## src/rtl/lane_adder_pipe.sv

```systemverilog
// Multi-lane adder with an elastic valid/ready pipeline and per-lane accumulate mode.
// Optional saturation of results and accumulators is enabled by defining LANE_ADDER_SAT_EN.
module lane_adder_pipe #(
    parameter int WIDTH  = 8,
    parameter int LANES  = 4,
    parameter int STAGES = 2,
    parameter int BIAS   = 0
) (
    input  logic                   clk,
    input  logic                   rst,
    input  logic                   in_valid,
    output logic                   in_ready,
    input  logic [LANES*WIDTH-1:0] in_x,
    input  logic [LANES*WIDTH-1:0] in_y,
    input  logic                   mode,
    input  logic                   acc_clr,
    output logic                   out_valid,
    input  logic                   out_ready,
    output logic [LANES*WIDTH-1:0] out_sum,
    output logic [LANES-1:0]       out_carry
);

    localparam int N = LANES * WIDTH;
    localparam logic [WIDTH-1:0] BIAS_W = WIDTH'(BIAS);

    // Handshake: a beat moves across an interface on a clock edge where valid && ready.
    // The whole pipeline advances together whenever the output slot is empty or being drained.
    logic advance;
    logic accept;

    logic [WIDTH-1:0] acc      [LANES];
    logic [WIDTH-1:0] acc_next [LANES];

    logic [N-1:0]     beat_sum;
    logic [LANES-1:0] beat_carry;

    logic [STAGES-1:0] stage_valid;
    logic [N-1:0]      stage_sum   [STAGES];
    logic [LANES-1:0]  stage_carry [STAGES];

    assign advance  = !out_valid || out_ready;
    assign in_ready = advance;
    assign accept   = in_valid && advance;

    // The result is formed at accept time so the accumulator and the beat agree.
    always_comb begin : lane_math
        logic [WIDTH-1:0] x;
        logic [WIDTH-1:0] y;
        logic [WIDTH-1:0] base;
        logic [WIDTH-1:0] lane_sum;
        logic [WIDTH+1:0] add_full;
        logic [WIDTH:0]   acc_full;
        logic             lane_carry;
        x          = '0;
        y          = '0;
        base       = '0;
        lane_sum   = '0;
        add_full   = '0;
        acc_full   = '0;
        lane_carry = 1'b0;
        beat_sum   = '0;
        beat_carry = '0;
        for (int i = 0; i < LANES; i++) begin
            x        = in_x[i*WIDTH +: WIDTH];
            y        = in_y[i*WIDTH +: WIDTH];
            base     = acc_clr ? '0 : acc[i];
            add_full = {2'b00, x} + {2'b00, y} + {2'b00, BIAS_W};
            acc_full = {1'b0, base} + {1'b0, x};
            if (mode) begin
                lane_sum   = acc_full[WIDTH-1:0];
                lane_carry = acc_full[WIDTH];
            end else begin
                lane_sum   = add_full[WIDTH-1:0];
                lane_carry = |add_full[WIDTH+1:WIDTH];
            end
`ifdef LANE_ADDER_SAT_EN
            if (lane_carry) begin
                lane_sum = '1;
            end
`endif
            beat_sum[i*WIDTH +: WIDTH] = lane_sum;
            beat_carry[i]              = lane_carry;
            acc_next[i]                = acc[i];
            if (acc_clr) begin
                acc_next[i] = '0;
            end
            if (accept && mode) begin
                acc_next[i] = lane_sum;
            end
        end
    end

    always_ff @(posedge clk) begin
        if (rst) begin
            stage_valid <= '0;
            for (int s = 0; s < STAGES; s++) begin
                stage_sum[s]   <= '0;
                stage_carry[s] <= '0;
            end
            for (int i = 0; i < LANES; i++) begin
                acc[i] <= '0;
            end
        end else begin
            for (int i = 0; i < LANES; i++) begin
                acc[i] <= acc_next[i];
            end
            if (advance) begin
                stage_valid[0] <= accept;
                stage_sum[0]   <= beat_sum;
                stage_carry[0] <= beat_carry;
                for (int s = 1; s < STAGES; s++) begin
                    stage_valid[s] <= stage_valid[s-1];
                    stage_sum[s]   <= stage_sum[s-1];
                    stage_carry[s] <= stage_carry[s-1];
                end
            end
        end
    end

    assign out_valid = stage_valid[STAGES-1];
    assign out_sum   = stage_sum[STAGES-1];
    assign out_carry = stage_carry[STAGES-1];

endmodule

```

## config.mk

```make
export PLATFORM = sky130hd
export DESIGN_NAME = lane_adder_pipe
export DESIGN_NICKNAME = d
export VERILOG_FILES = /design/src/rtl/lane_adder_pipe.sv
export SDC_FILE = /design/constraint.sdc
export NUM_CORES = 1
export LEC_CHECK = 0
export CORE_AREA = 2 2 114 116
export DETAILED_ROUTE_END_ITERATION = 7
export DIE_AREA = 0 0 116 118
export PLACE_DENSITY = 0.86
export SKIP_LAST_GASP = 1
export SLEW_MARGIN = 30
export SYNTH_ARGS = -nofsm -noshare
export SYNTH_HDL_FRONTEND = slang
export SYNTH_SLANG_ARGS = --single-unit
```

## constraint.sdc

```tcl
create_clock -name clk -period 5.88 [get_ports clk]
set_clock_uncertainty 0.1 [all_clocks]
set_input_delay 1.176 -clock clk [delete_from_list [all_inputs] [get_ports clk]]
set_output_delay 1.176 -clock clk [all_outputs]
set_load 0.01 [all_outputs]
```

After elaboration in Yosys (flattened, before gate mapping)
Memory sizes are Yosys's and may differ from the RTL's.
Cells that the tools add are included.
{"block": "word_totals", "register_bits": 2, "ram_bits": 104, "inputBits": 70, "output_inout_bits": 38, "word_cells": 58, "n_memories": 3}
{"block": "classes", "addsub": 8, "muxes": 30, "bitwise_logic": 8, "n_reduce_logical": 8}
{"name": "stage_sum", "words": 2, "width": 32, "read_ports": 2, "rd_ports_with_merged_regs": 0, "wr": 2, "line_no": "38", "rtl": "logic [N-1:0] stage_sum [STAGES];"}
{"name": "acc", "words": 4, "width": 8, "read_ports": 4, "rd_ports_with_merged_regs": 0, "wr": 4, "line_no": "31", "rtl": "logic [WIDTH-1:0] acc [LANES];"}
{"name": "stage_carry", "words": 2, "width": 4, "read_ports": 2, "rd_ports_with_merged_regs": 0, "wr": 2, "line_no": "39", "rtl": "logic [LANES-1:0] stage_carry [STAGES];"}
{"op": "8-bit 2-to-1 mux", "count": 16}
{"op": "8-bit by 8-bit adder with 9-bit output", "count": 8}
{"op": "32-bit 2-to-1 mux", "count": 2}
{"op": "1-bit 2-to-1 mux", "count": 10}
{"op": "4-bit 2-to-1 mux", "count": 2}
{"op": "1-bit OR", "count": 8}
{"op": "2-bit OR reduction", "count": 4}
{"op": "1-bit logical AND", "count": 2}
{"op": "1-bit logical NOT", "count": 1}
{"op": "1-bit logical OR", "count": 1}

Longest topological paths before layout
Gate-level depths: netlist (run 1).
{"block": "depth", "word_depth": 6, "depth_mapped": 10, "depth_no_buf": 9}

Worst setup path after synthesis (run 1)
Ideal clock, no wire load.
{"block": "synth_path", "path_type": "input port to flip-flop", "startpoint": "in out_ready", "endpoint": "mem stage_carry[0][0], enable pin", "setup_ps": 442, "arrival_ps": 3395, "required_time_ps": 5338, "slack_ps": 1943, "path_stages": 4, "path_buffers": 2, "path_cell_list": "nand2b_4 buf_6 clkbuf_1 nand2b_1"}
{"item": "start: declaration", "line_no": "18", "rtl": "input logic out_ready,"}
{"item": "end: declaration", "line_no": "39"}

==> reports/results.tsv, run 1 <==
metric	value	unit
leakage	3.671	nW
RSZ-0062 raised after global routing	false	
Synth area leaders	edfxtp_1 (29%), ha_1 (11%), dfxtp_1 (9.3%)	
Synth Area in Compound Gates	18.91	%
CP startpoint	rst	
Via density	6.260	
Initial Utilization	59.15	%
endpoints failing setup	0	
Layout area overhead	16.97	%
CTS hold repair buffers	0	
R2R cell count	6	
Max Cap Viol	0	
mux contribution to synthesized area	1.806	%
Synth Instances	777	
Die Height	118	um
worst-path maximum fanout	43	
cell taking the most area after synthesis	edfxtp_1	
cell area after synthesis	7343	um2
period utilisation layout	68.75	%
Avg WL per Cell	18.32	um
largest net degree at the start of global routing	73	
Async SR Flop Fraction	0	%
Std-Cell Rows	41	
adder-cell share of the synthesized area	13.09	%
met3 wire len	1598	um
Final Net Count	972	
Syn Nets	919	
Worst EP arrival	4060	ps
Crit. End Element	flip-flop	
Design Area, Final	8589	um2
Fin Setup TNS	0	ps
Crit path required time	5890	ps
Rel. slew slack	35.32	%
Bufs on Longest Clock Path	2	
xor-xnor portion of the synthesized cell area	0.7156	%
mean post-synth cell area	9.451	um2
total grt overflow	0	
largest family of logic cells by synthesized area	simple AND/OR/NAND/NOR gates	
gr usage total	27.09	%
final wirelength	18450	um
placed cell area	8248	um2
Post-Route M1 WL	7441	um
post-synth cell types	50	
max frequency	0.2474	GHz
layout cells sized above 1	3.832	%
Tmin final	4043	ps
clk_lat worst skew	360	ps
Top Layer Used	met4	
TritonCTS clock tree	done	
router iterations before antenna repair	5	
PortBufs	107	
Top FF cell, synth	edfxtp_1	
DRC violations left	0	
status	finished clean	
post-CTS setup buffers	0	
gpl congestion	1.014	
simple-gate area share of the yosys netlist	19.41	%
initial antenna violation count	0	
Worst-Margin Slew	969.2	ps
Slew Viols, Final	0	
R2R Setup Slk	3220	ps
HP Class	flip-flop to flip-flop	
vias in the first global route	6111	
DRT iter0 DRCs	488	
crit path capture	stage_sum[0][5]$_SDFFCE_PN0P_	
Post-synth EDFFs	72	
R2R Path End	stage_sum[0][5]$_SDFFCE_PN0P_	
WS Path Type	primary input to flip-flop	
number of routed nets with antenna violations	0	
DP HPWL	13350	um
clk sinks	106	
PwrDens	227.8	nW/um2
Die Wd	116	um
final hold vios	0	
yosys warns	0	
clock root cell	clkbuf_16	
IO Pins	108	
CP Launch Type	primary input	
share of the synthesized area in the top cell type	29.44	%
Ant. Diodes	0	
R2R Path Start	stage_valid[1]$_SDFFE_PP0N_	
maximum vdd ir drop	120.1	uV
Die ar.	13690	um2
clk slew on worst S/H paths	70	ps
PostCTS Resize Cnt	0	
# H-tree levels	3	
Core ar.	12410	um2
count of state elements after synthesis	106	
routed via count	6304	
number of CTS-inserted buffers	9	
metal2 WL	8772	um
sequential area share after synthesis	38.71	%
first-pass GRT wire length	29340	um
[Yosys cell counts, drive strengths merged, types with 3 or more instances]
cell    number
fa           8
nand3       17
nand2b      16
nor4         6
nor2        57
o31ai        4
ha          64
dfxtp       34
o21ai       42
o31a         4
and3        48
a211oi      28
nand2       35
buf         50
and2         7
xnor2        6
a21boi       6
o311ai       6
o21a        18
nor3        21
clkbuf      23
nand4        3
inv         29
o211ai       5
edfxtp      72
a211o       10
or4          4
a21oi       46
a31oi        6
o21bai       6
or3         13
nor2b       40
a21o        12
mux2i       11
[through the flow]
stage / hold WS [ps] / power [W] / utilization, % / std cells / setup WS [ps]
global placement: 365.9 / 0.001305 / 66.48 / 990 / 1509
floorplan: 332.1 / 0.001176 / - / 777 / 1943
finish: 386.7 / 0.001957 / 69.19 / 1007 / 1837
global route: 418.7 / 0.002027 / 69.19 / 1007 / 1706
CTS: 379.8 / 0.001953 / 68.97 / 1006 / 1904
detailed placement: 369.8 / 0.001325 / 66.44 / 990 / 1522
[flip-flops by register name, indices dropped and copies added, names as in the netlist]
| register | flops |
|---|---|
| acc | 32 |
| stage_carry | 8 |
| stage_sum | 64 |
| stage_valid | 2 |
[how the worst min path moves through the flow]
stage,depth (start not counted),slack (ps),startpoint,end
after global routing,2,420,stage_valid[0]$_SDFFE_PP0N_,stage_valid[1]$_SDFFE_PP0N_
after global placement,2,370,stage_valid[0]$_SDFFE_PP0N_,stage_valid[1]$_SDFFE_PP0N_
after floorplan,2,330,stage_valid[0]$_SDFFE_PP0N_,stage_valid[1]$_SDFFE_PP0N_
after CTS,2,380,stage_valid[0]$_SDFFE_PP0N_,stage_valid[1]$_SDFFE_PP0N_
after detailed placement,2,370,stage_valid[0]$_SDFFE_PP0N_,stage_valid[1]$_SDFFE_PP0N_
final,2,390,stage_valid[0]$_SDFFE_PP0N_,stage_valid[1]$_SDFFE_PP0N_
[per-layer routing]
metal  track usage (%)  vias up
met2             43.64      356
li1                  -     2961
met4             12.80        0
met5                 0        -
met1             36.01     2925
met3             3.502       62
[kinds of logic after synthesis]
group	Yosys count
buffers and inverters	102
and+or+nand+nor	269
DFF	106
xor gates and xnor gates	6
muxes	13
adders and majority gates	72
AOI/OAI and AO/OA	209
[final cells by class]
cell class / count / area (um2)
clock buffers: 11 / 252.7
clock inverters: 5 / 61.31
fillers: 957 / 3825
inverters: 29 / 108.9
multi-input cells: 569 / 3968
flip-flops and latches: 106 / 2843
well taps: 172 / 215.2
repair buffers: 115 / 1141
[cell usage in the layout (no fill, tap or decap), drive strengths merged, types with 7 or more instances in the layout]
cell / n
a21oi: 46
inv: 30
nand2b: 16
nor2b: 40
and3: 48
nor2: 57
ha: 64
dfxtp: 34
buf: 10
and2: 7
clkdlybuf4s50: 105
a21o: 12
a211o: 10
or3: 13
nand2: 35
o21ai: 42
edfxtp: 72
o21a: 18
a211oi: 28
mux2i: 11
nor3: 21
fa: 8
nand3: 17
clkbuf: 11
[power by group]
group          internal, W  switching, W
combinational     0.000207      0.000230
clock             0.000356      0.000280
sequential        0.000862     0.0000213
total              0.00142      0.000532
[worst max-delay path, cell delays in order]
cell	delay [ps]
clkdlybuf4s50_1	450
buf_4	370
inv_2	350
nand2_1	690
buf_4	370
nor3_1	80
mux2_2	290
a211o_1	260
(Power assumes the default switching activity.)
==> inputs of run 2 (changes only) <==
--- a/config.mk
+++ b/config.mk
@@ -5,10 +5,10 @@
 export SDC_FILE = /design/constraint.sdc
 export NUM_CORES = 1
 export LEC_CHECK = 0
-export CORE_AREA = 2 2 114 116
+export CORE_AREA = 2 2 118 120
 export DETAILED_ROUTE_END_ITERATION = 7
-export DIE_AREA = 0 0 116 118
-export PLACE_DENSITY = 0.86
+export DIE_AREA = 0 0 120 122
+export PLACE_DENSITY = 0.81
 export SKIP_LAST_GASP = 1
 export SLEW_MARGIN = 30
 export SYNTH_ARGS = -nofsm -noshare
==> constraint.sdc (replaced) <==
create_clock -name clk -period 4.2 [get_ports clk]
set_clock_uncertainty 0.1 [all_clocks]
set_input_delay 0.84 -clock clk [delete_from_list [all_inputs] [get_ports clk]]
set_output_delay 0.84 -clock clk [all_outputs]
set_load 0.01 [all_outputs]
==> reports/results.tsv, run 2 (synthesis gave the netlist of run 1 again) <==
metric	value	unit
status	finished clean	
first-pass GRT wire length	28380	um
# H-tree levels	3	
Core ar.	13500	um2
TritonCTS clock tree	done	
CTS hold repair buffers	0	
R2R Setup Slk	1780	ps
post-CTS setup buffers	0	
clk sinks	106	
dpl cells	998	
setup slack at placement	606.4	ps
Std-Cell Rows	43	
Worst EP arrival	3320	ps
IO Pins	108	
clock root cell	clkbuf_16	
Initial Utilization	54.38	%
HP Class	flip-flop to flip-flop	
Max Cap Viol	0	
number of routed nets with antenna violations	0	
vias in the first global route	5712	
Die ar.	14640	um2
Avg WL per Cell	16.93	um
Final Net Count	972	
Flop pwr share	47.6	%
clock share of power	29.2	%
net load switching power	0.0006947	W
number of CTS-inserted buffers	9	
Int Power	0.001897	W
Top reg by flops	stage_sum	
Fin Setup TNS	0	ps
R2R cell count	9	
worst-path maximum fanout	32	
PortBufs	107	
combinational share of power	23.2	%
Hold Path End	stage_valid[1]$_SDFFE_PP0N_	
most frequent cells in the layout	clkdlybuf4s50_1 (106), edfxtp_1 (72), ha_1 (64)	
max reg flops	64	
clk slew on worst S/H paths	60	ps
Bufs on Longest Clock Path	2	
Via density	5.843	
largest net degree at the start of global routing	73	
Crit. End Element	flip-flop	
period utilisation layout	77.44	%
top flop regs	stage_sum (64), acc (32), stage_carry (8)	
Final Util	63.38	%
gpl congestion	0.9309	
Die Height	122	um
Layout area overhead	16.56	%
PostCTS Resize Cnt	0	
final wirelength	17190	um
HP Start	stage_valid[0]$_SDFFE_PP0N_	
R2R Path Start	acc[0][0]$_SDFF_PP0_	
leakage	3.645	nW
Tmin final	3253	ps
RSZ-0062 raised after global routing	false	
Die Wd	120	um
gr usage total	24.43	%
non-filler cells, final	1015	
endpoints failing setup	0	
PwrDens	302.8	nW/um2
leading cell type in the layout, fill and taps excluded	clkdlybuf4s50_1	
total grt overflow	0	
WS Path Type	primary input to flip-flop	
R2R Path End	stage_carry[0][0]$_SDFFCE_PN0P_	
final hold vios	0	
Worst-Margin Slew	901.0	ps
DRT iter0 DRCs	376	
router iterations before antenna repair	5	
routed via count	5931	
clk_lat worst skew	340	ps
Rel. slew slack	39.77	%
CP Launch Type	primary input	
layout cells sized above 1	3.473	%
DP HPWL	12660	um
max frequency	0.3074	GHz
Switching Fraction	26.80	%
initial antenna violation count	0	
Crit path required time	4260	ps
DRC violations left	0	
Slew Viols, Final	0	
Ant. Diodes	0	
hold depth	2	
maximum vdd ir drop	181.1	uV
slack of the critical path	947.3	ps
-- run 2: cell type report --
class,count,area [um2]
clock inverter,5,31.28
fill,1134,4945
timing repair buffer,115,1151
inverter,29,108.9
sequential,106,2843
tap,180,225.2
clock buffer,11,232.7
multi-input combinational,569,3968
-- run 2: routing by layer --
layer / up-vias / GRT usage, % / part of all wire [%]
li1: 2964 / - / -
met1: 2794 / 34.77 / 48
met2: 160 / 39.63 / 46
met3: 13 / 2.434 / 5.2
met4: 0 / 7.353 / 1.1
met5: - / 0 / 0
-- run 2: critical path, stage by stage --
cell,delay (ps)
clkdlybuf4s50_1,440
buf_12,190
nor2b_1,160
ha_1,210
inv_1,60
fa_1,390
nand2b_1,180
a21oi_1,230
o31ai_1,160
a31oi_1,190
a21boi_0,240
-- run 2: worst max-delay path by stage --
| stage | from | end | slack [ps] |
|---|---|---|---|
| 2_1_floorplan | out_ready | stage_carry[0][0]$_SDFFCE_PN0P_ | 600 |
| 3_3_place_gp | acc_clr | stage_sum[0][13]$_SDFFCE_PN0P_ | 720 |
| 3_5_place_dp | acc_clr | stage_carry[0][0]$_SDFFCE_PN0P_ | 610 |
| 4_1_cts | acc_clr | stage_carry[0][0]$_SDFFCE_PN0P_ | 950 |
| 5_1_grt | acc_clr | stage_carry[0][1]$_SDFFCE_PN0P_ | 750 |
| 6_report | acc_clr | stage_carry[0][0]$_SDFFCE_PN0P_ | 950 |
-- run 2: power groups by stage --
stage	clock network (W)	registers, W	logic (W)
6_report	0.000756	0.00123	0.000602
5_1_grt	0.000808	0.00124	0.000664
4_1_cts	0.000770	0.00123	0.000597
3_5_place_dp	0	0.00126	0.000593
3_3_place_gp	0	0.00126	0.000583
2_1_floorplan	0	0.00124	0.000405
-- run 2: metrics by stage --
| step | total power, W | area (um2) | hold WS [ps] |
|---|---|---|---|
| 6_report | 0.002592 | 8559 | 362.6 |
| 4_1_cts | 0.002601 | 8539 | 365.3 |
| 5_1_grt | 0.002712 | 8559 | 392.9 |
| 2_1_floorplan | 0.001647 | 7343 | 332.1 |
| 3_5_place_dp | 0.001849 | 8275 | 356.8 |
| 3_3_place_gp | 0.001839 | 8275 | 340.3 |
